$ cat config.mk
export PLATFORM = sky130hd
export DESIGN_NAME = decode_stage
export DESIGN_NICKNAME = d
export VERILOG_FILES = /design/src/rtl/decode_pkg.sv /design/src/rtl/decode_comb.sv /design/src/rtl/decode_stage.sv
export SDC_FILE = /design/constraint.sdc
export NUM_CORES = 1
export LEC_CHECK = 0
export CORE_ASPECT_RATIO = 1.1
export CORE_MARGIN = 10
export CORE_UTILIZATION = 30
export CTS_CLUSTER_DIAMETER = 50
export CTS_CLUSTER_SIZE = 16
export DETAILED_ROUTE_END_ITERATION = 12
export PLACE_DENSITY = 0.56
export SYNTH_ARGS = -nofsm -noshare
export SYNTH_HDL_FRONTEND = slang
export SYNTH_SLANG_ARGS = --single-unit
$ cat constraint.sdc
create_clock -name clk -period 4.9 [get_ports clk]
set_input_delay 0.98 -clock clk [delete_from_list [all_inputs] [get_ports clk]]
set_output_delay 0.98 -clock clk [all_outputs]
set_load 0.02 [all_outputs]
$ cat src/rtl/decode_pkg.sv
// Shared opcodes, format codes and the decoded-record bundle
// used by the decode stage and its combinational decoder.
package decode_pkg;

    localparam logic [6:0] OP_LUI      = 7'b0110111;
    localparam logic [6:0] OP_AUIPC    = 7'b0010111;
    localparam logic [6:0] OP_JAL      = 7'b1101111;
    localparam logic [6:0] OP_JALR     = 7'b1100111;
    localparam logic [6:0] OP_BRANCH   = 7'b1100011;
    localparam logic [6:0] OP_LOAD     = 7'b0000011;
    localparam logic [6:0] OP_STORE    = 7'b0100011;
    localparam logic [6:0] OP_IMM      = 7'b0010011;
    localparam logic [6:0] OP_OP       = 7'b0110011;
    localparam logic [6:0] OP_MISC_MEM = 7'b0001111;
    localparam logic [6:0] OP_SYSTEM   = 7'b1110011;
    localparam logic [6:0] OP_IMM_32   = 7'b0011011;
    localparam logic [6:0] OP_32       = 7'b0111011;

    typedef enum logic [2:0] {
        FMT_NONE = 3'd0,
        FMT_R    = 3'd1,
        FMT_I    = 3'd2,
        FMT_S    = 3'd3,
        FMT_B    = 3'd4,
        FMT_U    = 3'd5,
        FMT_J    = 3'd6
    } fmt_e;

    typedef struct packed {
        logic [6:0] opcode;
        logic [4:0] rd;
        logic [4:0] rs1;
        logic [4:0] rs2;
        logic [2:0] funct3;
        logic [6:0] funct7;
        fmt_e       fmt;
        logic       illegal;
    } dec_t;

endpackage

$ cat src/rtl/decode_comb.sv
// Combinational RV32I/RV64I decoder: raw instruction word in,
// decoded record and sign-extended immediate out.
module decode_comb
    import decode_pkg::*;
#(
    parameter int XLEN     = 32,
    parameter bit RV64_OPS = (XLEN == 64)
) (
    input  logic [31:0]     instr,
    output dec_t            rec,
    output logic [XLEN-1:0] imm
);

    localparam bit RV64 = (XLEN == 64) && RV64_OPS;

    logic [6:0]  opc;
    logic        is_u, is_j, is_i, is_s, is_b, is_r;
    logic [31:0] imm32;
    fmt_e        fmt;

    assign opc = instr[6:0];

    // full 7-bit compare also rejects instr[1:0] != 2'b11
    assign is_u = (opc == OP_LUI) || (opc == OP_AUIPC);
    assign is_j = (opc == OP_JAL);
    assign is_i = (opc == OP_JALR) || (opc == OP_LOAD) ||
                  (opc == OP_IMM) || (opc == OP_MISC_MEM) ||
                  (opc == OP_SYSTEM) ||
                  (RV64 && (opc == OP_IMM_32));
    assign is_s = (opc == OP_STORE);
    assign is_b = (opc == OP_BRANCH);
    assign is_r = (opc == OP_OP) || (RV64 && (opc == OP_32));

    always_comb begin
        fmt   = FMT_NONE;
        imm32 = '0;
        unique case (1'b1)
            is_u: begin
                fmt   = FMT_U;
                imm32 = {instr[31:12], 12'b0};
            end
            is_j: begin
                fmt   = FMT_J;
                imm32 = {{11{instr[31]}}, instr[31], instr[19:12],
                         instr[20], instr[30:21], 1'b0};
            end
            is_i: begin
                fmt   = FMT_I;
                imm32 = {{20{instr[31]}}, instr[31:20]};
            end
            is_s: begin
                fmt   = FMT_S;
                imm32 = {{20{instr[31]}}, instr[31:25], instr[11:7]};
            end
            is_b: begin
                fmt   = FMT_B;
                imm32 = {{19{instr[31]}}, instr[31], instr[7],
                         instr[30:25], instr[11:8], 1'b0};
            end
            is_r: begin
                fmt   = FMT_R;
                imm32 = '0;
            end
            default: begin
                fmt   = FMT_NONE;
                imm32 = '0;
            end
        endcase
    end

    assign imm = XLEN'($signed(imm32));

    always_comb begin
        rec         = '0;
        rec.opcode  = instr[6:0];
        rec.rd      = instr[11:7];
        rec.rs1     = instr[19:15];
        rec.rs2     = instr[24:20];
        rec.funct3  = instr[14:12];
        rec.funct7  = instr[31:25];
        rec.fmt     = fmt;
        rec.illegal = (instr[1:0] != 2'b11) || (fmt == FMT_NONE);
    end

endmodule

$ cat src/rtl/decode_stage.sv
// Registered decode stage: decodes on the input side and buffers
// up to two records behind a valid/ready handshake.
module decode_stage
    import decode_pkg::*;
#(
    parameter int XLEN     = 32,
    parameter bit RV64_OPS = (XLEN == 64)
) (
    input  logic            clk,
    input  logic            rst_n,
    input  logic            flush,
    input  logic            in_valid,
    output logic            in_ready,
    input  logic [31:0]     in_instr,
    input  logic [XLEN-1:0] in_pc,
    output logic            out_valid,
    input  logic            out_ready,
    output logic [XLEN-1:0] out_pc,
    output logic [6:0]      out_opcode,
    output logic [4:0]      out_rd,
    output logic [4:0]      out_rs1,
    output logic [4:0]      out_rs2,
    output logic [2:0]      out_funct3,
    output logic [6:0]      out_funct7,
    output fmt_e            out_fmt,
    output logic [XLEN-1:0] out_imm,
    output logic            out_illegal
);

    if (XLEN != 32 && XLEN != 64) begin : g_bad_xlen
        $error("decode_stage: XLEN must be 32 or 64");
    end

    dec_t            rec_d;
    logic [XLEN-1:0] imm_d;

    decode_comb #(
        .XLEN     (XLEN),
        .RV64_OPS (RV64_OPS)
    ) u_dec (
        .instr (in_instr),
        .rec   (rec_d),
        .imm   (imm_d)
    );

    dec_t            rec_q [2];
    logic [XLEN-1:0] imm_q [2];
    logic [XLEN-1:0] pc_q  [2];
    logic [1:0]      cnt;
    logic [1:0]      cnt_nx;
    logic            head;
    logic            wr;
    logic            rdy_q;
    logic            push;
    logic            pop;

    assign push = in_valid && rdy_q && !flush;
    assign pop  = (cnt != 2'd0) && out_ready;
    assign wr   = head ^ cnt[0];

    always_comb begin
        cnt_nx = cnt;
        if (flush) begin
            cnt_nx = 2'd0;
        end else begin
            cnt_nx = cnt + {1'b0, push} - {1'b0, pop};
        end
    end

    always_ff @(posedge clk or negedge rst_n) begin
        if (!rst_n) begin
            cnt   <= 2'd0;
            head  <= 1'b0;
            rdy_q <= 1'b1;
            for (int i = 0; i < 2; i++) begin
                rec_q[i] <= '0;
                imm_q[i] <= '0;
                pc_q[i]  <= '0;
            end
        end else begin
            cnt   <= cnt_nx;
            rdy_q <= (cnt_nx < 2'd2);
            if (pop) begin
                head <= ~head;
            end
            if (push) begin
                rec_q[wr] <= rec_d;
                imm_q[wr] <= imm_d;
                pc_q[wr]  <= in_pc;
            end
        end
    end

    assign in_ready    = rdy_q;
    assign out_valid   = (cnt != 2'd0);
    assign out_pc      = pc_q[head];
    assign out_imm     = imm_q[head];
    assign out_opcode  = rec_q[head].opcode;
    assign out_rd      = rec_q[head].rd;
    assign out_rs1     = rec_q[head].rs1;
    assign out_rs2     = rec_q[head].rs2;
    assign out_funct3  = rec_q[head].funct3;
    assign out_funct7  = rec_q[head].funct7;
    assign out_fmt     = rec_q[head].fmt;
    assign out_illegal = rec_q[head].illegal;

endmodule

# Word level (Yosys, flattened, before mapping)
# Cells that the tools add are included.
# Widths: inputs -> output; s select.
[totals]
reg_bits = 204
latchBits = 0
ram_bits = 0
mem_bits_ro = 0
output_inout_bits = 102
n_memories = 0
[classes]
addsub = 2
mul = 0
n_div = 0
order_cmp = 4
n_eq_ne = 12
shifts = 0
n_mux = 19
n_bitwise = 4
reduce_logical = 13
[ops]
columns = ["op", "n"]
rows = [
  ["$mux 32", 7],
  ["$pmux 32 s5", 1],
  ["$mux 36", 4],
  ["$bwmux 64", 2],
  ["$bwmux 72", 1],
  ["$demux 36 s1", 1],
  ["$demux 32 s1", 1],
  ["$eq 7x7->1 const B", 4],
  ["$eq 7x6->1 const B", 3],
  ["$pmux 3 s6", 1],
  ["$eq 7x5->1 const B", 2],
  ["$eq 7x2->1 const B", 1],
  ["$eq 7x4->1 const B", 1],
  ["$logic_or 1x1->1", 6],
  ["$ge 2x2->1 const B", 2],
  ["$logic_and 1x1->1", 4],
  ["$not 1->2", 2],
  ["$logic_not 3->1", 1],
  ["$add 2x1->2", 1],
  ["$lt 2x1->1 const B", 1],
  ["$lt 2x2->1 const B", 1],
  ["$mux 2", 1],
  ["$ne 2x2->1 const B", 1],
  ["$reduce_bool 2->1", 1],
  ["4 further kinds", 4],
]

# Longest topological paths before layout
# Gate-level depths: netlist of run 1.
[depth]
word_depth = 9
ltp_mapped = 9
mapped_depth_nobuf = 9

# Modules after synthesis
# From an unflattened synthesis of run 1, not the netlist that was laid out.
[hier_totals]
hier_cells = 683
area_unflattened_um2 = 9694.3
[by_module_without_submodules]
columns = ["mod", "n_inst", "cells_per_inst", "area_per_inst_um2", "seq_area_each_um2"]
rows = [
  ["decode_stage", 1, 551, 8804.7, 5106.1],
  ["decode_comb", 1, 132, 889.6, 0.0],
]

# Least setup slack after synthesis of run 1
# Ideal clock, no wire load.
[synth_path]
kind = "input to register"
startpoint = "input in_instr[6]"
endpoint = "register imm_q[21] in the netlist's numbering"
setup_time_ps = 122
arrival_ps = 2142
setup_slack_ps = 2636
cell_stages = 8
cell_sequence = "buf_4 > and2_1 > buf_2 > o21a_1 > nor3b_4 > o21a_1 > buf_4 > a21oi_1"
[synth_between]
elab_chain_len = 7
elab_cells_between_ends = 17
cone_classes = "10 x eq/ne; 2 x mux; 5 x reduce/logical"
[synth_rtl]
columns = ["item", "line", "text"]
rows = [
  ["start, declared", "decode_stage.sv:14", "input logic [31:0] in_instr,"],
  ["$eq 7x7->1 or $eq 7x2->1 (tied branches)", "decode_comb.sv:26", "assign is_i = (opc == OP_JALR) || (opc == OP_LOAD) ||"],
  ["$logic_or 1x1->1 (2 in a row)", "decode_comb.sv:26", ""],
  ["$logic_or 1x1->1 (2 in a row)", "decode_comb.sv:27", "(opc == OP_IMM) || (opc == OP_MISC_MEM) ||"],
  ["$pmux 32 s5 *", "decode_comb.sv:37", "unique case (1'b1)"],
  ["$bwmux 64 *", "decode_stage.sv:88", "imm_q[wr] <= imm_d;"],
  ["end signal, assigned by index", "decode_stage.sv:88", ""],
  ["end, declared", "decode_stage.sv:47", "logic [XLEN-1:0] imm_q [2];"],
]
# Mark *: on every way between the ends. The rest lies on a longest branch, timed or not.
# A chain may end at the register's enable or synchronous reset.

# Final worst setup path of run 1
[layout_path]
startpoint = "register head"
endpoint = "output out_rs2[4]"
[layout_between]
elab_chain_len = 4
[layout_rtl]
columns = ["item", "line", "text"]
rows = [
  ["start, declared", "decode_stage.sv:51", "logic head;"],
  ["start signal, assigned", "decode_stage.sv:84", "head <= ~head;"],
  ["$not 1->2 (not written as such)", "decode_stage.sv:101", "assign out_rs2 = rec_q[head].rs2;"],
  ["$mux 36 (2 in a row)", "-", ""],
  ["$mux 36 (not written as such)", "decode_stage.sv:101", ""],
  ["end, declared", "decode_stage.sv:22", "output logic [4:0] out_rs2,"],
]
# No other way between the ends. The select of a mux whose other input is x is not followed.

==> results of run 1 <==
==> final timing paths <==
kind | startpoint | to | slack, ns | cells after the start
min | rec_q[34]$_DFFE_PN0P_ | rec_q[34]$_DFFE_PN0P_ | 0.47 | 2
max in group asynchronous | rst_n | imm_q[62]$_DFFE_PN0P_ | 3.31 | 2
max | head$_DFFE_PN0P_ | out_rs2[4] | 0.99 | 3
max reg2reg | head$_DFFE_PN0P_ | imm_q[37]$_DFFE_PN0P_ | 2.24 | 4
min in group asynchronous | rst_n | pc_q[59]$_DFFE_PN0P_ | 0.49 | 1
min reg2reg | rec_q[34]$_DFFE_PN0P_ | rec_q[34]$_DFFE_PN0P_ | 0.47 | 2
==> tightest hold or removal path, stage by stage (launching register included) <==
cell	delay [ns]
dfrtp_1	0.33
nand2_1	0.05
nand2_1	0.05
==> layout by cell type, fill, tap and decap left out, types with 3 or more instances in the layout <==
cell               n
nor2_1            48
a31oi_1            3
o21ai_0            8
clkinv_2           4
buf_4             15
xor2_1             4
inv_1              5
a22o_1            16
nand2_1          411
and2_1             3
dfrtp_1          202
bufinv_16          3
clkdlybuf4s50_1  169
inv_6              4
a21oi_1           49
clkinvlp_4         5
clkbuf_16         31
o21ai_1            3
mux2_2           114
o21a_1             5
a21oi_2            3
==> cell families after synthesis <==
| logic type | synth area share [%] |
|---|---|
| AOI/OAI and AO/OA | 6.411 |
| xor gates and xnor gates | 0.5693 |
| adders and majority gates | 0.2710 |
| buffers and inverters | 2.995 |
| DFF | 55.31 |
| muxes | 13.91 |
| and+or+nand+nor | 20.53 |
==> routing by layer <==
metal,share of wire (%),vias up,GRT usage [%]
met5,0.047,-,0
met4,1.7,2,3.429
met3,6.7,38,3.328
met2,44,225,21.94
met1,47,3495,19.44
li1,-,3461,-
==> area by class of cell <==
type	count	area share (%)
clock buffer	33	6.344
clock inverter	18	1.621
inverter	5	0.1520
multi-input combinational	698	31.41
sequential	204	41.39
tap	414	4.195
timing repair buffer	186	14.89
==> stage by stage <==
step / setup slack, ns / cell area (um^2) / hold slack [ns] / power, mW / cells
floorplan: 2.636 / 9231 / 0.4401 / 5.127 / 964
global placement: 1.432 / 11360 / 0.4515 / 6.819 / 1507
detailed placement: 1.407 / 11360 / 0.4571 / 6.865 / 1507
CTS: 0.9119 / 12350 / 0.4703 / 9.046 / 1558
global route: 0.8501 / 12350 / 0.4807 / 9.495 / 1558
finish: 0.9881 / 12350 / 0.4665 / 8.914 / 1558
==> where the power goes <==
part | internal [mW] | switching [mW] | total (mW)
logic | 1.86 | 2.09 | 3.95
registers | 2.41 | 0.434 | 2.84
clock network | 1.31 | 0.810 | 2.12
==> state kept, by name, indices dropped and copies added, names as in the netlist <==
name / cells
cnt: 2
head: 1
imm_q: 64
in_ready: 1
pc_q: 64
rec_q: 72
==> summary.md, run 1 <==
| Metric | Value |
|---|---|
| # rows | `67` |
| CTS tree | `done` |
| CTS buffer count | `30` |
| Crit. End Element | `output port` |
| Fraction of registers with async set/reset | `100.0%` |
| WP buf/inv | `2` |
| Post-synthesis register bit count | `204` |
| N_diodes | `0` |
| Final ANT Viol Nets | `0` |
| DRC | `0` |
| Reg clk slew, reported paths | `0.05 ns` |
| Congestion Overflow GR | `0` |
| Total GRT Usage | `14.11%` |
| Setup tns final | `0 ns` |
| Fillcell total | `2989` |
| Max-slew violation count | `0` |
| GP Congestion | `0.7845` |
| First-pass GRT wire length | `43.81 mm` |
| # setup viols final | `0` |
| Slew HR | `38.14%` |
| Vias in the first global route | `7446` |
| Worst-path fanout max | `49` |
| Most frequent cell after synthesis | `nand2_1` |
| Leak pwr | `5.787 nW` |
| Vias | `7221` |
| P per Cell Area | `722.0 mW/mm^2` |
| Chip Width | `187.3 um` |
| Fin. Hold Viols | `0` |
| Synth top area share | `55.03%` |
| Min Tclk post-route | `3.912 ns` |
| CP required | `3.92 ns` |
| Post-Synthesis Cells | `964` |
| Iteration-0 DRC Markers | `530` |
| Avg Cell Area, Syn | `9.576 um^2` |
| Multi-input gate area | `0.003879 mm^2` |
| Fin crit share | `79.83%` |
| Port Buffers | `170` |
| Register area | `0.005110 mm^2` |
| Routed wire length | `27.79 mm` |
| Synth top cells by count | `413 x nand2_1, 203 x dfrtp_1, 114 x mux2_2, 50 x nor2_1, 49 x a21oi_1` |
| Detailed Routing Iterations Pass 1 | `7` |
| Area contributors post-synth | `dfrtp_1 55%, nand2_1 17%, mux2_2 14%, a21oi_1 2.7%, nor2_1 2.0%` |
| Core Box Area | `0.03043 mm^2` |
| Drt wl/cell | `17.84 um` |
| CTS Buffer Depth | `3` |
| Boundary Pins | `171` |
| Syn Std Cell Area | `0.009231 mm^2` |
| Post-cts sizing count | `0` |
| Initial antenna violation count | `1` |
| Worst min-delay path class | `flop to flop` |
| Util after Layout | `40.57%` |
| Cell taking the most area after synthesis | `dfrtp_1` |
| Initial Utilization | `30.34%` |
| Delay-heaviest family, CP | `buffers and inverters` |
| Crit Path Class | `flop to output port` |
| Htree depth | `1` |
| Yosys warning count | `0` |
| Final Skew | `0.007982 ns` |
| Unrepaired setup endpoints after global routing | `no` |
| CTS hold repair buffers | `0` |
| Detailed placement HPWL | `18.49 mm` |
| Number of synthesized flops with an enable pin | `0` |
| Clk_lat worst skew | `0.54 ns` |
| Share of layout cells above drive strength 1 | `17.13%` |
| Crit path DAT | `2.93 ns` |
| Post-synth net total | `1035` |
| Synth Flop Type | `dfrtp_1` |
| Outcome | `finished, final reports clean` |
| FMAX | `255.6 MHz` |
| Largest net degree at the start of global routing | `88` |
| Via density | `4.635` |
| Post-CTS Setup Inserts | `0` |
| Max cap viols | `0` |
| Synth unique cells | `38` |
| Cell breakdown of the critical path | `buf_4, mux2_2, clkdlybuf4s50_1` |
| Final net count | `1196` |
| Worst slew pin tran | `0.9245 ns` |
| P&R area growth vs syn | `33.75%` |
| Seq/Total Area, Yosys | `55.31%` |
| Die footprint | `0.03820 mm^2` |
| Slowest stage delay, CP | `0.89 ns` |
| Sink Count | `204` |
| Slowest cell on crit path | `dfrtp_4` |
| Max VDD drop | `0.0003992 V` |
| Startpoint types | `flop` |
| Clock root buffer | `clkbuf_16` |
| Die Y | `204.0 um` |
Note: power is estimated with default switching activity, not from simulation.
==> run 2, diff against run 1 <==
--- a/config.mk
+++ b/config.mk
@@ -11,7 +11,7 @@
 export CTS_CLUSTER_DIAMETER = 50
 export CTS_CLUSTER_SIZE = 16
 export DETAILED_ROUTE_END_ITERATION = 12
-export PLACE_DENSITY = 0.56
+export PLACE_DENSITY = 0.58
 export SYNTH_ARGS = -nofsm -noshare
 export SYNTH_HDL_FRONTEND = slang
 export SYNTH_SLANG_ARGS = --single-unit
==> constraint.sdc (replaced) <==
create_clock -name clk -period 3.28 [get_ports clk]
set_input_delay 0.656 -clock clk [delete_from_list [all_inputs] [get_ports clk]]
set_output_delay 0.656 -clock clk [all_outputs]
set_load 0.02 [all_outputs]
==> run 2 against run 1 <==
  * Core utilization about the same
  * Final cell count decreased by 0.13%
  * Sequential power increased by 48%
  * Clock skew increased by 0.0033 ns
  * Largest power group unchanged
  * Highest routed layer is now met4
==> summary.md, run 2 (same netlist as run 1, synthesis figures left out) <==
| Metric | Value |
|---|---|
| Crit Path Class | `flop to output port` |
| # setup viols final | `0 (unchanged)` |
| Share of layout cells above drive strength 1 | `16.99% (-0.15 points)` |
| FMAX | `316.1 MHz` |
| Worst-path fanout max | `38 (-22%)` |
| Final worst slack | `0.1163 ns (-0.8718 ns)` |
| Setup tns final | `0 ns (unchanged)` |
| Leak pwr | `5.784 nW (about the same)` |
| Slew HR | `54.86% (+17 points)` |
| Met1 GRT Util | `18.78% (-0.66 points)` |
| Unrepaired setup endpoints after global routing | `no` |
| Max reg flops | `72 (unchanged)` |
| Reg clk slew, reported paths | `0.06 ns (about the same)` |
| R2r worst-path depth | `5 (+1)` |
| Chip Width | `187.3 um (unchanged)` |
| Most common cell after layout, fill and taps aside | `nand2_1` |
| Placed cell area | `0.01151 mm^2 (+1.3%)` |
| P&R area growth vs syn | `33.61%` |
| GP Congestion | `0.8871 (+13%)` |
| Largest Register | `rec_q` |
| Flop2flop setup slack | `0.94 ns (-1.30 ns)` |
| Max-slew violation count | `0 (unchanged)` |
| Fillcell total | `2980 (-0.30%)` |
| Commonest cells after routing, fill and taps aside | `411 x nand2_1, 202 x dfrtp_1, 169 x clkdlybuf4s50_1` |
| Outcome | `finished, final reports clean` |
| Post-CTS Setup Inserts | `0 (unchanged)` |
| CTS buffer count | `25 (-17%)` |
| Clock root buffer | `clkbuf_16` |
| Max VDD drop | `0.0005162 V (+29%)` |
| # rows | `67 (unchanged)` |
| DP Worst Slack | `0.3718 ns (-1.035 ns)` |
| Iteration-0 DRC Markers | `451 (-15%)` |
| Met2 usage | `22.58% (+0.64 points)` |
| Total GRT Usage | `14.15% (+0.042 points)` |
| Die footprint | `0.03820 mm^2 (unchanged)` |
| Register area | `0.005110 mm^2 (unchanged)` |
| FF-to-FF Start | `head$_DFFE_PN0P_` |
| CTS hold repair buffers | `0 (unchanged)` |
| Final net count | `1197 (+0.084%)` |
| Detailed placement HPWL | `18.59 mm (+0.51%)` |
| Startpoint types | `flop` |
| Pwr Total | `12.99 mW (+46%)` |
| N_diodes | `0 (unchanged)` |
| Port Buffers | `170 (unchanged)` |
| Vias in the first global route | `7437 (-0.12%)` |
| Sink Count | `204 (unchanged)` |
| Core Box Area | `0.03043 mm^2 (unchanged)` |
| CP endpoint | `out_pc[31]` |
| WHS | `0.1545 ns (-0.3120 ns)` |
| Boundary Pins | `171 (unchanged)` |
| Vias | `7117 (-1.4%)` |
| Drt wl/cell | `17.69 um (-0.85%)` |
| Largest net degree at the start of global routing | `78 (-11%)` |
| First-pass GRT wire length | `44.02 mm (+0.49%)` |
| Congestion Overflow GR | `0 (unchanged)` |
| Multi-input gate area | `0.003879 mm^2 (unchanged)` |
| Final ANT Viol Nets | `0 (unchanged)` |
| DRC | `0 (unchanged)` |
| Via density | `4.574 (-1.3%)` |
| CTS Buffer Depth | `3 (unchanged)` |
| Final Skew | `0.01126 ns (+0.003273 ns)` |
| CP required | `2.62 ns (-1.30 ns)` |
| Final instance area | `0.01233 mm^2 (-0.10%)` |
| Crit path DAT | `2.51 ns (-0.42 ns)` |
| Biggest regs | `rec_q: 72 flops, imm_q: 64 flops, pc_q: 64 flops` |
| Max cap viols | `0 (unchanged)` |
| Htree depth | `1 (unchanged)` |
| Die Y | `204.0 um (unchanged)` |
| Worst min-delay path class | `primary input to asynchronous set/reset pin` |
| CTS tree | `done` |
| Clk_lat worst skew | `0.52 ns (-0.02 ns)` |
| Fin. Hold Viols | `0 (unchanged)` |
| Crit. End Element | `output port` |
| Worst slew pin tran | `0.6771 ns (-0.2474 ns)` |
| Min Tclk post-route | `3.164 ns` |
| Post-cts sizing count | `0 (unchanged)` |
| Fin crit share | `96.45%` |
| P per Cell Area | `1053 mW/mm^2 (+46%)` |
| End of the worst register-to-register path | `imm_q[45]$_DFFE_PN0P_` |
| Global route hottest layer | `met2` |
| Detailed Routing Iterations Pass 1 | `4 (-3)` |
| Routed wire length | `27.52 mm (-0.98%)` |
| Initial antenna violation count | `0 (-1)` |
| CP Launch Point | `head$_DFFE_PN0P_` |
| GRT met3 Usage | `4.061% (+0.73 points)` |
| Initial Utilization | `30.34% (unchanged)` |
-- run 2: power by group --
part	leakage, nW	internal, mW	switching (mW)
sequential	2.56	3.60	0.589
clock	0.403	1.63	1.13
combinational	2.82	2.86	3.18
-- run 2: cell type report --
class	count	area share, %
clock buffers	29	5.356
clock inverters	14	1.339
inverters	5	0.1522
multi-input cells	698	31.45
flip-flops and latches	204	41.43
well taps	414	4.200
repair buffers	192	16.08
-- run 2: metrics by stage --
| step | utilization [%] | cells |
|---|---|---|
| CTS | 40.53 | 1556 |
| floorplan | - | 964 |
| detailed placement | 37.82 | 1513 |
| finish | 40.53 | 1556 |
| global route | 40.53 | 1556 |
| global placement | 37.82 | 1513 |
-- run 2: how the worst min path moves through the flow --
stage / slack, ns / end / start / depth (start not counted)
final: 0.15 / pc_q[59]$_DFFE_PN0P_ / rst_n / 1
after global routing: 0.20 / pc_q[59]$_DFFE_PN0P_ / rst_n / 1
after CTS: 0.20 / pc_q[59]$_DFFE_PN0P_ / rst_n / 1
after detailed placement: 0.46 / rec_q[25]$_DFFE_PN0P_ / rec_q[25]$_DFFE_PN0P_ / 2
after global placement: 0.45 / pc_q[20]$_DFFE_PN0P_ / pc_q[20]$_DFFE_PN0P_ / 2
after floorplan: 0.36 / cnt[0]$_DFF_PN0_ / rst_n / 0
-- run 2: critical path: stages, from the launching register on --
cell and delay [ns]:
dfrtp_4 0.71, buf_12 0.30, mux2_2 0.37, clkdlybuf4s50_1 0.58
-- run 2: routing by layer --
metal  share of wire (%)  vias to the layer above
met4                 1.6                        0
met1                  45                     3439
met3                 7.5                       40
li1                    -                     3458
met5                   0                        -
met2                  46                      180
